[config.mk]
export PLATFORM = sky130hd
export DESIGN_NAME = mem_indirect_ctrl
export DESIGN_NICKNAME = d
export VERILOG_FILES = /design/src/rtl/mem_indirect_pkg.sv /design/src/rtl/mem_indirect_ctrl.sv
export SDC_FILE = /design/constraint.sdc
export NUM_CORES = 1
export LEC_CHECK = 0
export ABC_AREA = 1
export CORE_UTILIZATION = 24
export CTS_CLUSTER_DIAMETER = 120
export DETAILED_ROUTE_END_ITERATION = 12
export MAX_ROUTING_LAYER = met4
export SETUP_SLACK_MARGIN = 0.15
export SYNTH_ARGS = -nofsm -noshare
export SYNTH_HDL_FRONTEND = slang
export SYNTH_SLANG_ARGS = --single-unit
[constraint.sdc]
create_clock -name clk_i -period 2.4 [get_ports clk_i]
set_input_delay 0.36 -clock clk_i [delete_from_list [all_inputs] [get_ports clk_i]]
set_output_delay 0.36 -clock clk_i [all_outputs]
set_load 0.005 [all_outputs]
[src/rtl/mem_indirect_pkg.sv]
// Shared register map, OP encodings and controller state encoding for the
// indirect-access memory sequencer.
package mem_indirect_pkg;

  localparam int OP_REG            = 3;
  localparam int INDIRECT_ADDR_REG = 4;
  localparam int INDIRECT_DATA_REG = 5;
  localparam int RDDATA_REG        = 6;

  typedef enum logic [1:0] {
    NOP = 2'b00,
    RD  = 2'b01,
    WR  = 2'b10
  } op_t;

  typedef enum logic [3:0] {
    ST_INIT,
    ST_IDLE,
    ST_SET_ADDR,
    ST_SET_DATA,
    ST_SET_OP_WR,
    ST_SET_OP_RD,
    ST_SETTLE,
    ST_RD_ISSUE,
    ST_RD_WAIT,
    ST_CLR_OP,
    ST_RESP
  } state_t;

endpackage

[src/rtl/mem_indirect_ctrl.sv]
// Turns single-word host read/write requests into the register-level
// INDIRECT_ADDR / INDIRECT_DATA / OP / RDDATA bus sequence of the memory block.
module mem_indirect_ctrl
  import mem_indirect_pkg::*;
#(
  parameter int DWIDTH          = 8,
  parameter int AWIDTH          = 8,
  parameter int INDIRECT_AWIDTH = 8,
  parameter int SETTLE_CYCLES   = 1,
  parameter int RD_TIMEOUT      = 16
) (
  input  logic                       clk_i,
  input  logic                       arst_n_i,
  input  logic                       req_valid_i,
  output logic                       req_ready_o,
  input  logic                       req_we_i,
  input  logic [INDIRECT_AWIDTH-1:0] req_addr_i,
  input  logic [DWIDTH-1:0]          req_wdata_i,
  output logic                       rsp_valid_o,
  output logic [DWIDTH-1:0]          rsp_rdata_o,
  output logic                       rsp_err_o,
  output logic                       busy_o,
  output logic [AWIDTH-1:0]          bus_addr_o,
  output logic                       bus_wr_o,
  output logic                       bus_rd_o,
  output logic [DWIDTH-1:0]          bus_wdata_o,
  input  logic [DWIDTH-1:0]          bus_rddata_i,
  input  logic                       bus_rddatavalid_i,
  output logic [3:0]                 state_o
);

  localparam int TO_W  = $clog2(RD_TIMEOUT + 1);
  localparam int CNT_W = (TO_W > 4) ? TO_W : 4;

  state_t             state;
  logic               we_q;
  logic [DWIDTH-1:0]  wdata_q;
  logic [DWIDTH-1:0]  rdata_q;
  logic               err_q;
  logic [CNT_W-1:0]   cnt;

  assign state_o = state;

  // Request port: a transfer happens on a cycle where req_valid_i and
  // req_ready_o are both high; ready is only offered in IDLE, so the payload
  // is sampled exactly once per request and nothing is queued.
  always_ff @(posedge clk_i or negedge arst_n_i) begin
    if (!arst_n_i) begin
      state       <= ST_INIT;
      req_ready_o <= 1'b0;
      busy_o      <= 1'b0;
      rsp_valid_o <= 1'b0;
      rsp_rdata_o <= '0;
      rsp_err_o   <= 1'b0;
      bus_addr_o  <= '0;
      bus_wr_o    <= 1'b0;
      bus_rd_o    <= 1'b0;
      bus_wdata_o <= '0;
      we_q        <= 1'b0;
      wdata_q     <= '0;
      rdata_q     <= '0;
      err_q       <= 1'b0;
      cnt         <= '0;
    end else begin
      // Strobes are single-cycle; address/data read as zero when idle.
      bus_wr_o    <= 1'b0;
      bus_rd_o    <= 1'b0;
      bus_addr_o  <= '0;
      bus_wdata_o <= '0;
      rsp_valid_o <= 1'b0;
      rsp_rdata_o <= '0;
      rsp_err_o   <= 1'b0;
      case (state)
        ST_INIT: begin
          // An OP left at WR/RD by a reset mid-operation is cleared first.
          bus_wr_o    <= 1'b1;
          bus_addr_o  <= AWIDTH'(OP_REG);
          bus_wdata_o <= DWIDTH'(NOP);
          state       <= ST_IDLE;
        end
        ST_IDLE: begin
          if (req_valid_i && req_ready_o) begin
            we_q        <= req_we_i;
            wdata_q     <= req_wdata_i;
            rdata_q     <= '0;
            err_q       <= 1'b0;
            bus_wr_o    <= 1'b1;
            bus_addr_o  <= AWIDTH'(INDIRECT_ADDR_REG);
            bus_wdata_o <= DWIDTH'(req_addr_i);
            req_ready_o <= 1'b0;
            busy_o      <= 1'b1;
            state       <= ST_SET_ADDR;
          end else begin
            req_ready_o <= 1'b1;
          end
        end
        ST_SET_ADDR: begin
          bus_wr_o <= 1'b1;
          if (we_q) begin
            bus_addr_o  <= AWIDTH'(INDIRECT_DATA_REG);
            bus_wdata_o <= wdata_q;
            state       <= ST_SET_DATA;
          end else begin
            bus_addr_o  <= AWIDTH'(OP_REG);
            bus_wdata_o <= DWIDTH'(RD);
            state       <= ST_SET_OP_RD;
          end
        end
        ST_SET_DATA: begin
          bus_wr_o    <= 1'b1;
          bus_addr_o  <= AWIDTH'(OP_REG);
          bus_wdata_o <= DWIDTH'(WR);
          state       <= ST_SET_OP_WR;
        end
        ST_SET_OP_WR: begin
          bus_wr_o    <= 1'b1;
          bus_addr_o  <= AWIDTH'(OP_REG);
          bus_wdata_o <= DWIDTH'(NOP);
          state       <= ST_CLR_OP;
        end
        ST_SET_OP_RD: begin
          cnt   <= '0;
          state <= ST_SETTLE;
        end
        ST_SETTLE: begin
          if (cnt == CNT_W'(SETTLE_CYCLES - 1)) begin
            bus_rd_o   <= 1'b1;
            bus_addr_o <= AWIDTH'(RDDATA_REG);
            state      <= ST_RD_ISSUE;
          end else begin
            cnt <= cnt + 1'b1;
          end
        end
        ST_RD_ISSUE: begin
          cnt   <= '0;
          state <= ST_RD_WAIT;
        end
        ST_RD_WAIT: begin
          // Valid on the cycle the counter reaches RD_TIMEOUT still wins.
          if (bus_rddatavalid_i || cnt == CNT_W'(RD_TIMEOUT)) begin
            rdata_q     <= bus_rddatavalid_i ? bus_rddata_i : '0;
            err_q       <= !bus_rddatavalid_i;
            bus_wr_o    <= 1'b1;
            bus_addr_o  <= AWIDTH'(OP_REG);
            bus_wdata_o <= DWIDTH'(NOP);
            state       <= ST_CLR_OP;
          end else begin
            cnt <= cnt + 1'b1;
          end
        end
        ST_CLR_OP: begin
          rsp_valid_o <= 1'b1;
          rsp_rdata_o <= rdata_q;
          rsp_err_o   <= err_q;
          state       <= ST_RESP;
        end
        ST_RESP: begin
          req_ready_o <= 1'b1;
          busy_o      <= 1'b0;
          state       <= ST_IDLE;
        end
        default: begin
          req_ready_o <= 1'b0;
          busy_o      <= 1'b0;
          state       <= ST_INIT;
        end
      endcase
    end
  end

endmodule

# Word-level counts from Yosys, hierarchy flattened
# Index checks and enable logic that the tools add are counted.
totals:
  word_cells: 85
  in_bits: 29
  ff_bits: 57
  out_inout_bits: 34
op_classes:
  muxes: 35
  n_reduce_logical: 17
  addsub: 1
  n_bitwise: 1
  eq_ne: 16
ops:
  columns: ["op", "n"]
  rows:
  - ["$mux W8", 6]
  - ["$pmux W4 S10", 1]
  - ["$pmux W8 S3", 1]
  - ["$eq A4 B3 Y1 const B", 4]
  - ["$pmux W8 S2", 1]
  - ["$pmux W3 S5", 1]
  - ["$pmux W5 S3", 1]
  - ["$eq A4 B4 Y1 const B", 3]
  - ["$mux W3", 4]
  - ["$mux W4", 3]
  - ["$mux W1", 10]
  - ["$mux W5", 2]
  - ["$ne A2 B2 Y1 const B", 5]
  - ["$reduce_and A3 Y1", 3]
  - ["$reduce_or A9 Y1", 1]
  - ["$eq A4 B2 Y1 const B", 2]
  - ["$pmux W1 S3", 2]
  - ["$add A5 B1 Y5 const B", 1]
  - ["$eq A5 B5 Y1 const B", 1]
  - ["$logic_not A5 Y1", 1]
  - ["$eq A4 B1 Y1 const B", 1]
  - ["$logic_not A4 Y1", 1]
  - ["$pmux W1 S2", 2]
  - ["$reduce_and A2 Y1", 2]
  - ["other kinds (10)", 11]

# Depth between registers and ports, before layout
depth:
  word_depth: 4
  mapped_depth: 8
  ltp_nobuf: 8

# Least setup slack after synthesis
# Ideal clock, no wire load.
synth_path:
  kind: "register -> register"
  startpoint: "register cnt[0]"
  endpoint: "register cnt[3]"
  stages_incl_launch_ff: 9
  period_less_slack_ps: 1289
  setup_ps: 119
  arrival_ps: 1170
  n_path_buf: 0
  slack_ps: 1111
  t_required_ps: 2281
  path_cell_list: "dfrtp_1 inv_1 ha_1 nand3_1 inv_1 nand2_1 nand3_2 nand2_1 nand2_1"
synth_between:
  elab_chain_cells: 4
  elab_cells_between_ends: 10
  cone_classes: "add/sub: 1; eq/ne: 3; mux: 3; reduce/logical: 3"
synth_rtl:
  columns: ["item", "line_no", "source"]
  rows:
  - ["start: declaration", "mem_indirect_ctrl.sv:40", "logic [CNT_W-1:0] cnt;"]
  - ["start signal: assignment", "mem_indirect_ctrl.sv:131", "cnt <= cnt + 1'b1;"]
  - ["start signal: assignment", "mem_indirect_ctrl.sv:148", "cnt <= cnt + 1'b1;"]
  - ["parallel branches: the longest is 4 deep, another holds $add A5 B1 Y5", null, null]
# Several ways; the timed one is not identified. The select of a mux whose other input is x is not followed.
# A chain may end at the register's enable or synchronous reset.

# Worst setup path after layout
layout_path:
  startpoint: "register state[2] (netlist: state_o[2])"
  endpoint: "output port state_o[2]"
layout_rtl:
  columns: ["item", "line_no", "source"]
  rows:
  - ["start: declaration", "mem_indirect_ctrl.sv:35", "state_t state;"]
  - ["start signal: assignment", "mem_indirect_ctrl.sv:49", "state <= ST_INIT;"]
  - ["start signal: assignment", "mem_indirect_ctrl.sv:79", "state <= ST_IDLE;"]
  - ["start signal: assignment", "mem_indirect_ctrl.sv:92", "state <= ST_SET_ADDR;"]
  - ["end: declaration", "mem_indirect_ctrl.sv:29", "output logic [3:0] state_o"]
# No word-level cell between the ends.

==> flow_summary_export.csv <==
group,metric,value,unit
status,status,"completed",
setup_path,crit_path_top_delay_cell,"clkdlybuf4s50_1",
grt,antenna_found_initial,0,
sta,worstMarginPinSlew,0.663,ns
sta,hold_viol_final,0,
layout,drive_gt1_share,8.92,%
yosys,netlist.area_leader.share,56.4,%
place,hpwlAfterDp,3760,um
layout,mostFrequentLayoutCells,"96 x nand2_1, 56 x clkdlybuf4s50_1, 52 x dfrtp_1",
layout,antenna_cells,0,
layout,area_growth,35.6,%
power,p_leak,1.58,nW
setup_path,crit_type,"flip-flop to primary output",
clock_network,cts_setup_buffers,0,
die,boundaryPins,63,
sta,skew,0.00503,ns
die,dieWidth,100,um
clock_network,insertion_delay,0.31,ns
setup_path,path_cells,"clkdlybuf4s50_1",
sta,relSlewSlack,55.8,%
clock_network,cts_tree,"done",
clock_network,cts_made_buffers,5,
layout,final_cells,454,
flow_run,cap_violations,0,
die,fp.dieH,100,um
clock_network,cts.repair.resized,0,
sta,fin_crit,1.71,ns
layout,fillers,954,
yosys,syn_area,2310,um2
sta,fmax,586,MHz
routing,route.detailed.drc,0,
routing,wl,5200,um
setup_path,critPathLaunchType,"flip-flop",
setup_path,crit_family,"buffers and inverters",
grt,grt_max_degree,53,
routing,ant_nets,0,
clock_network,ctsHoldBuffers,0,
place,placed_cells,447,
setup_path,cp_num_buf_inv,1,
yosys,ys_seq_area_share,56.4,%
place,place.gp.congestion,0.777,
sta,fin_tns_setup,0,ns
yosys,synthesis.area_per_instance,8.78,um2
clock_network,clkSlewWorstSetupHoldPaths,0.09,ns
setup_path,max_stage_delay,0.56,ns
die,die_area,10000,um2
sta,timing.final.max_slew_violations,0,
clock_network,cts_root_buf,"clkbuf_8",
layout,final_common_cell,"nand2_1",
routing,drt-wirelength-per-cell,11.5,um
setup_path,arrival,1.35,ns
grt,grt_overflow,0,
routing,dr_total_vias,1850,
power,fin_total_pwr,0.00323,W
clock_network,cts_sinks,52,
place,numPortBuffers,57,
sta,setup_viol,0,
yosys,synth-seq-cells,52,
layout,register_area,1300,um2
power,ir_worst_vdd,0.476,mV
yosys,syn-instance-count,263,
layout,final_util,33.7,%
yosys,yosys.area.top_type,"dfrtp_1",
clock_network,htreeDepth,2,
setup_path,cp.required,2.04,ns
routing,first_iter_violations,49,
clock_network,cts_max_path_buffers,2,
grt,grt_util_all_layers,11.5,%
grt,grt_pass1_vias,1883,
yosys,synth_cell_types,24,
setup_path,crit_fanout,5,
hold_path,holdCritPathClass,"primary input to asynchronous set/reset pin",
die,start_util,24.9,%
die,core_area,9280,um2
layout,final_nets,356,
routing,firstDrtPassIters,4,
die,rows,35,
grt,grt_pass1_wl,8820,um
sta,rsz0062_at_grt,"false",
sta,finalCritPeriodShare,71.1,%
yosys,synth_area_leaders,"dfrtp_1 56%, nand2_1 16%, inv_1 4.6%, nor2_1 3.9%, nand3_1 2.6%",
yosys,ys_warn_count,0,
layout,multiInputGateArea,846,um2
routing,viasPerCell,4.07,
power,power_density,1030,nW/um2
setup_path,cp-end-kind,"primary output",
[metal layers]
metal	part of all wire [%]	vias up	track usage, %
li1	-	919	-
met1	46	849	14.1
met2	47	72	18.9
met3	6.0	10	2.79
met4	1.1	0	3.46
met5	0	-	-
[final timing paths]
kind | endpoint | start | slack [ns] | cells after the start
worst max-delay path | state_o[2] | state_o[2] | 0.69 | 1
worst max register to register | cnt[4] | cnt[0] | 0.87 | 8
max in group asynchronous | we_q | arst_n_i | 1.80 | 2
worst min register to register | rdata_q[1] | rdata_q[1] | 0.48 | 2
worst min-delay path | cnt[1] | arst_n_i | 0.16 | 2
min in group clk_i | rdata_q[1] | rdata_q[1] | 0.48 | 2
[cell usage after synthesis (all sizes together)]
| cell | count |
|---|---|
| a21oi | 2 |
| a22o | 6 |
| buf | 7 |
| conb | 1 |
| dfrtp | 52 |
| ha | 2 |
| inv | 32 |
| nand2 | 103 |
| nand3 | 14 |
| nand4 | 5 |
| nor2 | 31 |
| o211ai | 2 |
| o21ai | 5 |
| xnor2 | 1 |
[cell type report]
cell class	instances	share of cell area, %
Tap cell	129	5.16
Timing Repair Buffer	58	18.3
Multi-Input combinational cell	176	27.0
Sequential cell	52	41.6
Clock buffer	5	2.20
Inverter	32	3.84
Clock inverter	2	1.92
[report_power, final]
part           internal (W)  leakage [nW]  total, W  switching (W)
sequential          0.00114         0.692   0.00132       0.000177
clock              0.000410        0.0642  0.000699       0.000288
combinational      0.000521         0.828   0.00121       0.000690
[state kept, by name, summed over array words and instances, names as in the netlist]
signal and flops:
bus_addr_o 3, busy_o 1, rsp_rdata_o 8, rsp_err_o 1, req_ready_o 1, err_q 1
we_q 1, bus_rd_o 1, state_o 4, bus_wdata_o 8, rsp_valid_o 1, wdata_q 8
rdata_q 8, cnt 5, bus_wr_o 1
[cell families (layout without fill, tap and decap cells)]
family | after synthesis | in the layout | synth area share [%]
AOI/OAI and AO/OA | 15 | 15 | 4.44
buffers and inverters | 39 | 97 | 7.64
adders and majority gates | 2 | 2 | 1.08
and+or+nand+nor | 153 | 153 | 29.9
xor gates and xnor gates | 1 | 1 | 0.379
other | 1 | 5 | 0.162
DFF | 52 | 52 | 56.4
[through the flow]
stage	hold slack, ns	instance area (um2)	setup slack, ns
floorplan	0.0644	2320	1.11
global placement	0.454	3000	0.763
detailed placement	0.456	3000	0.713
CTS	0.186	3130	0.663
global route	0.226	3130	0.598
finish	0.162	3130	0.694
Power figures use the tool's default switching activity.
==> RTL edit (same flow settings) <==
Reset style: synchronous (`arst_n_i`), changed in one clocked block.
--- a/src/rtl/mem_indirect_ctrl.sv
+++ b/src/rtl/mem_indirect_ctrl.sv
@@ -46,3 +46,3 @@
   // is sampled exactly once per request and nothing is queued.
-  always_ff @(posedge clk_i or negedge arst_n_i) begin
+  always_ff @(posedge clk_i) begin
     if (!arst_n_i) begin
Behaviour: differs if arst_n_i is asserted again (counterexample within 4 cycles, from zero or initial values and one cycle with arst_n_i low); with arst_n_i held inactive, the same outputs for 10 cycles.
==> RTL edit against the original RTL <==
Wire length shrank 6.2%; global-route usage grew 0.099 points; cell area shrank 8.8%; worst setup slack gained 0.0038 ns; critical path depth is the same; sequential cell count is the same; area after synthesis shrank 8.6%.
Power is not compared: it rests on default switching activity, and its combinational part moved more than twofold at a synthesized area within 25%.
==> RTL edit: results (changes against the original RTL) <==
| Metric | Value |
|---|---|
| Status | `complete, no violations (unchanged)` |
| Yosys cell types | `32 (was 24)` |
| Placed insts | `430 (was 447)` |
| Nets | `363 (was 356)` |
| Grt met2 use | `17.26% (was 18.89%)` |
| Compound-cell area share of the yosys netlist | `13.57% (was 4.444%)` |
| Slew at the pin closest to its max-slew limit | `0.4999 ns (was 0.6631 ns)` |
| Vias/cell | `4.197 (was 4.075)` |
| Async S/R FF share, synth | `0% (was 100.0%)` |
| CP Max Fanout | `6 (was 5)` |
| Clock Skews | `0.01016 ns (was 0.005029 ns)` |
| First-pass GRT wire length | `7997 µm (was 8818 µm)` |
| Post-synthesis adder-cell area fraction | `1.186% (was 1.084%)` |
| Root buffer cell | `clkbuf_8 (unchanged)` |
| All-Layer GR Usage | `11.61% (was 11.51%)` |
| Worst hold path type | `flop to flop (was primary input to async pin)` |
| Post-synthesis sequential area ratio | `49.32% (was 56.37%)` |
| Vias | `1,834 (was 1,850)` |
| Initial DRC Count | `85 (was 49)` |
| DR WL/cell | `11.17 µm (was 11.46 µm)` |
| Synth top area cells | `dfxtp_1 (49%), nand2_1 (9.1%), nor2_1 (8.2%) (was dfrtp_1 (56%), nand2_1 (16%), inv_1 (4.6%))` |
| Synth Area in XOR/XNOR | `0.4149% (was 0.3794%)` |
| Share of cells above drive strength 1 | `9.036% (was 8.923%)` |
| Met2 wire len | `2135 µm (was 2421 µm)` |
| Number of global-route vias before repair | `1,730 (was 1,883)` |
| GR Layer Usage met1 | `15.71% (was 14.09%)` |
| Dpl hpwl | `3649 µm (was 3757 µm)` |
| Wire length on met1 | `2440 µm (was 2409 µm)` |
| Worst slack at placement | `0.6629 ns (was 0.7126 ns)` |
| Metal3 WL | `209 µm (was 312 µm)` |
| Pin count of the biggest net entering global routing | `29 (was 53)` |
| GR Util met3 | `2.449% (was 2.786%)` |
| Final RePlAce weighted congestion | `0.8434 (was 0.7768)` |
| Synthesized instance count | `274 (was 263)` |
[RTL edit: changes by cell type after synthesis, sizes merged, moves of 3 or more]
cell / change
a21oi: +22
dfxtp: +52
a31oi: +3
nand2: -48
o21ai: +11
inv: +3
dfrtp: -52
a22oi: +6
nand3: -4
nand4: -3
nor2: +21
a22o: -6
clkbuf: +3
[RTL edit: power by group through the flow]
stage | clock network, mW | registers, mW | logic [mW]
floorplan | 0 | 0.958 | 0.218
global placement | 0 | 0.964 | 0.357
detailed placement | 0 | 0.963 | 0.361
CTS | 0.547 | 0.944 | 0.363
global route | 0.582 | 0.951 | 0.405
finish | 0.528 | 0.944 | 0.359
[RTL edit: worst paths after layout]
check | startpoint | end | slack [ns] | depth (start not counted)
worst max-delay path | state_o[1]$_SDFFE_PN0P_ | state_o[1] | 0.70 | 1
worst min-delay path | rdata_q[0]$_SDFFE_PN0P_ | rsp_rdata_o[0]$_SDFF_PN0_ | 0.42 | 2
worst max register to register | state_o[0]$_SDFFE_PN0P_ | state_o[1]$_SDFFE_PN0P_ | 0.94 | 7
worst min register to register | rdata_q[0]$_SDFFE_PN0P_ | rsp_rdata_o[0]$_SDFF_PN0_ | 0.42 | 2
[RTL edit: final cells by class]
class	instances	area, µm²	area share, %
well taps	105	131.4	4.599
clock buffers	7	96.34	3.373
repair buffers	58	578.1	20.24
multi-input cells	180	875.8	30.66
flip-flops and latches	52	1041	36.44
inverters	35	133.9	4.687
[RTL edit: stage by stage]
| step | instance area (µm²) | util (%) |
|---|---|---|
| after floorplan | 2126 | - |
| after global placement | 2760 | 32.93 |
| after detailed placement | 2760 | 32.93 |
| after CTS | 2856 | 34.08 |
| after global routing | 2856 | 34.08 |
| final | 2856 | 34.08 |
